## src/rtl/conv_layer_ctrl_gen.sv

```systemverilog
// Control generator for one convolution layer task.
// Walks an IMG_W x IMG_H feature map once per input channel and per output
// group, issuing window/accumulate/pool strobes and a line-buffer clear
// between passes.
//
// Ports:
//   clk, rst_n        clock, asynchronous active-low reset
//   start             one-cycle pulse that begins a layer task (IDLE/DONE only)
//   valid_in          upstream pixel valid
//   ready             pixel accepted when valid_in && ready (high in RUN)
//   rst_n_conv        active-low line-buffer clear (registered)
//   valid_in_conv     conv window complete for the accepted pixel (registered)
//   valid_in_accu     partial sum valid for the channel accumulator (registered)
//   accu_last         valid_in_accu on the last input channel (registered)
//   valid_in_maxpool  final conv result valid for pooling (registered)
//   task_over         one-cycle pulse on completion of the layer task
module conv_layer_ctrl_gen #(
    parameter int unsigned IMG_W   = 28,
    parameter int unsigned IMG_H   = 28,
    parameter int unsigned K       = 3,
    parameter int unsigned IN_CH   = 1,
    parameter int unsigned OUT_GRP = 1,
    parameter int unsigned POOL_EN = 1
) (
    input  logic clk,
    input  logic rst_n,
    input  logic start,
    input  logic valid_in,
    output logic ready,
    output logic rst_n_conv,
    output logic valid_in_conv,
    output logic valid_in_accu,
    output logic accu_last,
    output logic valid_in_maxpool,
    output logic task_over
);

    localparam int unsigned COL_W = (IMG_W   > 1) ? $clog2(IMG_W)   : 1;
    localparam int unsigned ROW_W = (IMG_H   > 1) ? $clog2(IMG_H)   : 1;
    localparam int unsigned CH_W  = (IN_CH   > 1) ? $clog2(IN_CH)   : 1;
    localparam int unsigned GRP_W = (OUT_GRP > 1) ? $clog2(OUT_GRP) : 1;

    localparam logic [1:0] IDLE  = 2'd0;
    localparam logic [1:0] RUN   = 2'd1;
    localparam logic [1:0] FLUSH = 2'd2;
    localparam logic [1:0] DONE  = 2'd3;

    logic [1:0]       state;
    logic [1:0]       next_state;
    logic [COL_W-1:0] col;
    logic [ROW_W-1:0] row;
    logic [CH_W-1:0]  ch;
    logic [GRP_W-1:0] grp;
    logic             last_pass;

    logic accept;
    logic col_end;
    logic row_end;
    logic ch_end;
    logic grp_end;
    logic pass_end;
    logic window;
    logic done_entry;

    // Datapath decode shared by the FSM, counters and strobes.
    assign accept     = (state == RUN) && valid_in;
    assign col_end    = (col == COL_W'(IMG_W - 1));
    assign row_end    = (row == ROW_W'(IMG_H - 1));
    assign ch_end     = (ch  == CH_W'(IN_CH - 1));
    assign grp_end    = (grp == GRP_W'(OUT_GRP - 1));
    assign pass_end   = accept && col_end && row_end;
    assign window     = accept && (row >= ROW_W'(K - 1)) && (col >= COL_W'(K - 1));
    assign done_entry = (state == FLUSH) && last_pass;

    // Pixel handshake is a pure function of state so upstream sees it same-cycle.
    assign ready = (state == RUN);

    // State register.
    always_ff @(posedge clk or negedge rst_n) begin
        if (!rst_n) begin
            state <= IDLE;
        end else begin
            state <= next_state;
        end
    end

    // Next-state logic.
    always_comb begin
        next_state = state;
        case (state)
            IDLE:    if (start) next_state = RUN;
            RUN:     if (pass_end) next_state = FLUSH;
            FLUSH:   next_state = last_pass ? DONE : RUN;
            DONE:    if (start) next_state = RUN;
            default: next_state = IDLE;
        endcase
    end

    // Pixel / channel / group position; last_pass is latched at the end of the
    // final pass so FLUSH knows whether to resume or finish.
    always_ff @(posedge clk or negedge rst_n) begin
        if (!rst_n) begin
            col       <= '0;
            row       <= '0;
            ch        <= '0;
            grp       <= '0;
            last_pass <= 1'b0;
        end else if (done_entry) begin
            col       <= '0;
            row       <= '0;
            ch        <= '0;
            grp       <= '0;
            last_pass <= 1'b0;
        end else if (accept) begin
            if (col_end) begin
                col <= '0;
                if (row_end) begin
                    row       <= '0;
                    last_pass <= ch_end && grp_end;
                    if (ch_end) begin
                        ch  <= '0;
                        grp <= grp_end ? '0 : grp + GRP_W'(1);
                    end else begin
                        ch <= ch + CH_W'(1);
                    end
                end else begin
                    row <= row + ROW_W'(1);
                end
            end else begin
                col <= col + COL_W'(1);
            end
        end
    end

    // Registered strobes, one cycle after the accepting edge.
    always_ff @(posedge clk or negedge rst_n) begin
        if (!rst_n) begin
            rst_n_conv       <= 1'b0;
            valid_in_conv    <= 1'b0;
            valid_in_accu    <= 1'b0;
            accu_last        <= 1'b0;
            valid_in_maxpool <= 1'b0;
            task_over        <= 1'b0;
        end else begin
            // Clear line buffers while in FLUSH and on the cycle after a start from IDLE.
            rst_n_conv       <= !((next_state == FLUSH) || ((state == IDLE) && start));
            valid_in_conv    <= window;
            valid_in_accu    <= window;
            accu_last        <= window && ch_end;
            valid_in_maxpool <= (POOL_EN != 0) && window && ch_end;
            task_over        <= done_entry;
        end
    end

endmodule
```

## config.mk

```make
export PLATFORM = sky130hd
export DESIGN_NAME = conv_layer_ctrl_gen
export DESIGN_NICKNAME = d
export VERILOG_FILES = /design/src/rtl/conv_layer_ctrl_gen.sv
export SDC_FILE = /design/constraint.sdc
export NUM_CORES = 1
export LEC_CHECK = 0
export ABC_AREA = 1
export BUFFER_PORTS_ARGS = -buffer_cell sky130_fd_sc_hd__buf_2
export CORE_MARGIN = 2
export CORE_UTILIZATION = 55
export DETAILED_ROUTE_END_ITERATION = 8
export PLACE_DENSITY = 0.83
export SYNTH_ARGS = -nofsm -noshare
export SYNTH_HDL_FRONTEND = slang
export SYNTH_SLANG_ARGS = --single-unit
```

## constraint.sdc

```tcl
create_clock -name clk -period 2.1 [get_ports clk]
set_input_delay 0.105 -clock clk [delete_from_list [all_inputs] [get_ports clk]]
set_output_delay 0.105 -clock clk [all_outputs]
set_load 0.01 [all_outputs]
```

---- Word level (Yosys, flattened, before mapping) ----
Cells that the tools add are included.
storage, ports and cells
  bits in writable memories ............... 0
  register bits ........................... 19
  bits in latches ......................... 0
  logic and storage cells ................. 70
  output and inout port bits .............. 7
  memories kept ........................... 0
  bits in read-only memories .............. 0
cells by class
  reduce and logical (&&, ||, !) cells .... 19
  divide/modulo/power cells ............... 0
  muxes and demuxes ....................... 26
  bitwise operators ....................... 2
  equal/unequal tests ..................... 7
  $lt $le $gt $ge ......................... 2
  $add $sub $neg .......................... 4
  multiply operators ...................... 0
  shift operators ......................... 0
operators by type and width
  operator                                                                              count
  5-bit 2-to-1 mux                                                                      7
  1-bit 2-to-1 mux                                                                      15
  5-bit by 1-bit adder with 5-bit output (second input constant)                        2
  5-bit == test (second input constant)                                                 2
  5-bit by 2-bit greater-or-equal comparator with 1-bit output (second input constant)  2
  1-bit logical AND                                                                     9
  2-bit == test (second input constant)                                                 3
  2-bit 2-to-1 mux                                                                      3
  2-bit case mux with 3 select lines                                                    1
  2-bit nonzero test                                                                    3
  4-bit AND reduction                                                                   1
  3-bit AND reduction                                                                   1
  1-bit adder (second input constant)                                                   2
  2-bit by 1-bit == test with 1-bit output (second input constant)                      1
  2-bit logical NOT                                                                     1
  2-bit by 1-bit inequality test with 1-bit output (second input constant)              1
  1-bit inverter                                                                        2
  2-bit AND reduction                                                                   1
  2-bit OR reduction                                                                    1
  1-bit logical NOT                                                                     1
  1-bit logical OR                                                                      1

---- Longest topological paths before layout ----
  depth in word-level cells ............... 9
  gate-level depth with buffers ........... 10
  depth with buffers taken out ............ 9

---- Least setup slack after synthesis ----
No wires, ideal clock.
  path type ............................... register -> register
  start ................................... register state[1]
  end ..................................... register col[3]
  setup slack ............................. 0.640 ns
  stages on the path, launching flop included .. 8
  arrival ................................. 1.378 ns
  cells stage by stage .................... dfrtp_1 inv_1 ha_1 nand2_1 inv_1 nand2_1 or2_2 o22ai_1
between the ends
  longest elaborated chain between the ends .. 3
  elaborated cells between the ends (all ways) .. 6
  classes of those cells .................. eq/ne: 2; mux: 1; reduce/logical: 3
ends and longest elaborated chain
  item                                      line  RTL
  start: declaration                        48    logic [1:0] state;
  start signal: assignment                  83    state <= next_state;
  2-bit by 1-bit == test with 1-bit output  -
  via ready                                 29    output logic ready,
  1-bit logical AND                         66    assign accept = (state == RUN) && valid_in;
  2-bit nonzero test (no line)              -
  end signal: assignment                    130   col <= col + COL_W'(1);
  end: declaration                          50    logic [COL_W-1:0] col;
The timed path passes the listed nets, and every way through them passes these cells.
A chain may end at the register's enable or synchronous reset.

---- Worst setup path after layout ----
  start ................................... register state[0]
  end ..................................... register row[3]
between the ends
  longest elaborated chain between the ends .. 4
  elaborated cells between the ends (all ways) .. 8
  classes of those cells .................. eq/ne: 2; mux: 1; reduce/logical: 5
ends and longest elaborated chain
  item                           line  RTL
  2-bit == test (*)              73    assign done_entry = (state == FLUSH) && last_pass;
  1-bit logical AND (*)          73
  via done_entry                 63    logic done_entry;
  2-bit nonzero test (no line)   -
  2-bit AND reduction (no line)  -
  end signal: assignment         127   row <= row + ROW_W'(1);
  end: declaration               51    logic [ROW_W-1:0] row;
The timed path passes the listed nets; every way through them passes the cells marked *.

==> flow_summary.toml <==
[status]
status = "completed"

[placed_design]
io_buffers = 10
placedInstanceArea_um2 = 974.7
hpwl_um = 1212
globalplace.congestion = 0.8102

[pwr]
p_total_uw = 958.3
leakage_nw = 0.5419
ir_worst_vdd_v = 0.0007377
p_per_area_mw_per_mm2 = 951.4

[sta]
setup_tns_ps = 0
max_freq_mhz = 622.5
hold_violations = 0
period_minus_slack_ps = 1606
finClkSkew_ps = 4.802
whs_ps = 85.46
grt_setup_unrepaired = "false"
drv_slew = 0
min_period_over_period_pct = 76.49
worst_slew_pin_slew_ps = 342.0
setup_viol = 0
slew_headroom_pct = 77.20

[logic_synthesis]
ys_seq_elements = 16
synthesis.nets = 125
synth-seq-area-share_pct = 42.67
synth_area_um2 = 938.4
synthCells = 113
yosys_warnings = 0
syn_area_per_cell_um2 = 8.304
ys_types = 23

[drt]
drtIter0Drc = 20
vias = 755
wl_per_cell_um = 11.27
post_drt_via_cell_ratio = 5.432
drc = 0
dr.pass1.iters = 5
wl_um = 1567
antenna_left = 0

[critical_path]
cp_data_required_time_ps = 2320
end_kind = "register"
reg2reg_slack_ps = 490
crit_path_cell_trace = "inv_1 > ha_1 > nand2_1 > inv_1 > o21ai_0 > nand2_1 > nor2_1"
crit_fanout = 8
start_kind = "register"
slowest_stage = "dfrtp_1"
slowest_delay_ps = 400
worst-setup-path-type = "register to register"
arrival_ps = 1820

[finish]
syn2layout_area_growth_pct = 7.334
seq_area_um2 = 400.4
drive_gt1_share_pct = 16.26
final_cell_area_mm2 = 0.001007
nNetsFinal = 137
final_core_util_pct = 64.61
multi_input_area_um2 = 431.7
diodes = 0
fillers = 134

[clock_tree]
cts_buffers = 3
clockBufferDepth = 2
cts_tree = "yes"
htreeDepth = 1
post_cts_buffers = 0
path_clk_slew_ps = 80
clock-sinks = 16
ctsRootBufferMaster = "clkbuf_4"
cts-hold-fix-buffers = 1
clk_latency_ps = 280
post_cts_resized = 0

[floorplanning]
die_y_um = 45.31
fp.dieW_um = 45.31
ioPinCount = 11
row_count = 14
core_area_mm2 = 0.001559
initial_core_util_pct = 60.19
dieArea_mm2 = 0.002053

[min_path]
hp-class = "input port to register"

[global_route]
grt_usage_pct = 20.30
antenna_found_initial = 0
grt_max_degree = 17
grt_pass1_vias = 725
grt_pass1_wl_um = 2960
grt_overflow_total = 0

[run]
maxCapViolCount = 0
==> cells by family (layout without fill, tap and decap cells) <==
group           after synthesis  after routing  share of synthesized area (%)
flops                        16             16                          42.67
xor+xnor                      3              3                          2.801
buf+inv                      23             33                          11.33
simple gates                 46             46                          21.87
compound gates               17             17                          10.67
fa+ha+maj                     8              8                          10.67
==> power by group <==
part,internal (mW),switching (mW),total (mW)
clock,0.0667,0.0866,0.153
sequential,0.374,0.0715,0.446
combinational,0.150,0.210,0.359
total,0.591,0.368,0.958
==> cells in the mapped netlist <==
cell type | instances | area, um^2
dfrtp_1 | 16 | 400.4
inv_1 | 18 | 67.56
nor2_1 | 8 | 30.03
nand2_2 | 2 | 12.51
buf_6 | 1 | 11.26
nor2_2 | 2 | 12.51
nor3_1 | 3 | 15.01
o21ai_0 | 4 | 20.02
nand3_1 | 10 | 50.05
xor2_1 | 3 | 26.28
a211oi_1 | 1 | 7.510
o22ai_1 | 3 | 18.77
ha_1 | 8 | 100.1
nand2_1 | 19 | 71.32
o211ai_1 | 1 | 7.510
a21oi_1 | 5 | 25.02
o21ai_1 | 1 | 5.000
clkinv_2 | 1 | 5.000
nand3b_1 | 1 | 7.510
a21boi_0 | 1 | 7.510
or2_2 | 1 | 6.260
o21ai_2 | 1 | 8.760
buf_4 | 3 | 22.52
==> worst paths after layout <==
path / startpoint / end / depth (start not counted)
max reg2reg: state[0]$_DFF_PN0_ / row[3]$_DFFE_PN0P_ / 7
min in group asynchronous: rst_n / rst_n_conv$_DFF_PN0_ / 2
max in group asynchronous: rst_n / col[2]$_DFFE_PN0P_ / 2
min: start / rst_n_conv$_DFF_PN0_ / 4
min reg2reg: last_pass$_DFFE_PN0P_ / last_pass$_DFFE_PN0P_ / 2
max: state[0]$_DFF_PN0_ / row[3]$_DFFE_PN0P_ / 7
==> through the flow <==
stage               setup slack [ps]  instances
finish                         493.6        139
global route                   319.7        139
CTS                            515.7        139
detailed placement             536.3        135
global placement               576.0        135
floorplan                      639.7        113
==> critical path, delay by kind of cell (launching register included) <==
| kind | cells | cell delay, ps |
|---|---|---|
| flops | 1 | 400 |
| simple gates | 3 | 400 |
| buf+inv | 2 | 260 |
| compound gates | 1 | 260 |
| fa+ha+maj | 1 | 220 |
==> per-layer routing <==
layer  part of all wire (%)  track usage (%)
met5                      0                0
met4                    2.7            10.59
met3                    3.3            3.600
met2                     49            34.57
met1                     45            24.23
==> sequential cells by signal, summed over array words and instances, names as in the netlist <==
name / cells
col: 5
state: 2
valid_in_accu: 1
task_over: 1
rst_n_conv: 1
last_pass: 1
row: 5
==> cells in the final DEF, fill, tap and decap left out, types with 2 or more instances in the layout <==
| cell | netlist | routed |
|---|---|---|
| inv_1 | 18 | 18 |
| o21ai_0 | 4 | 4 |
| nor2_1 | 8 | 8 |
| dfrtp_1 | 16 | 16 |
| buf_2 | 0 | 10 |
| nor2_2 | 2 | 2 |
| ha_1 | 8 | 8 |
| nand2_2 | 2 | 2 |
| o22ai_1 | 3 | 3 |
| xor2_1 | 3 | 3 |
| nand3_1 | 10 | 10 |
| nor3_1 | 3 | 3 |
| a21oi_1 | 5 | 5 |
| clkbuf_4 | 0 | 3 |
| nand2_1 | 19 | 19 |
==> layout make-up <==
cell class / instances / area share, %
inverter: 19 / 7.205
sequential: 16 / 39.75
tap: 16 / 1.988
clock buffer: 3 / 2.236
multi-input combinational: 74 / 42.86
timing repair buffer: 11 / 5.963
No activity file was read; power rests on OpenSTA's default activity.
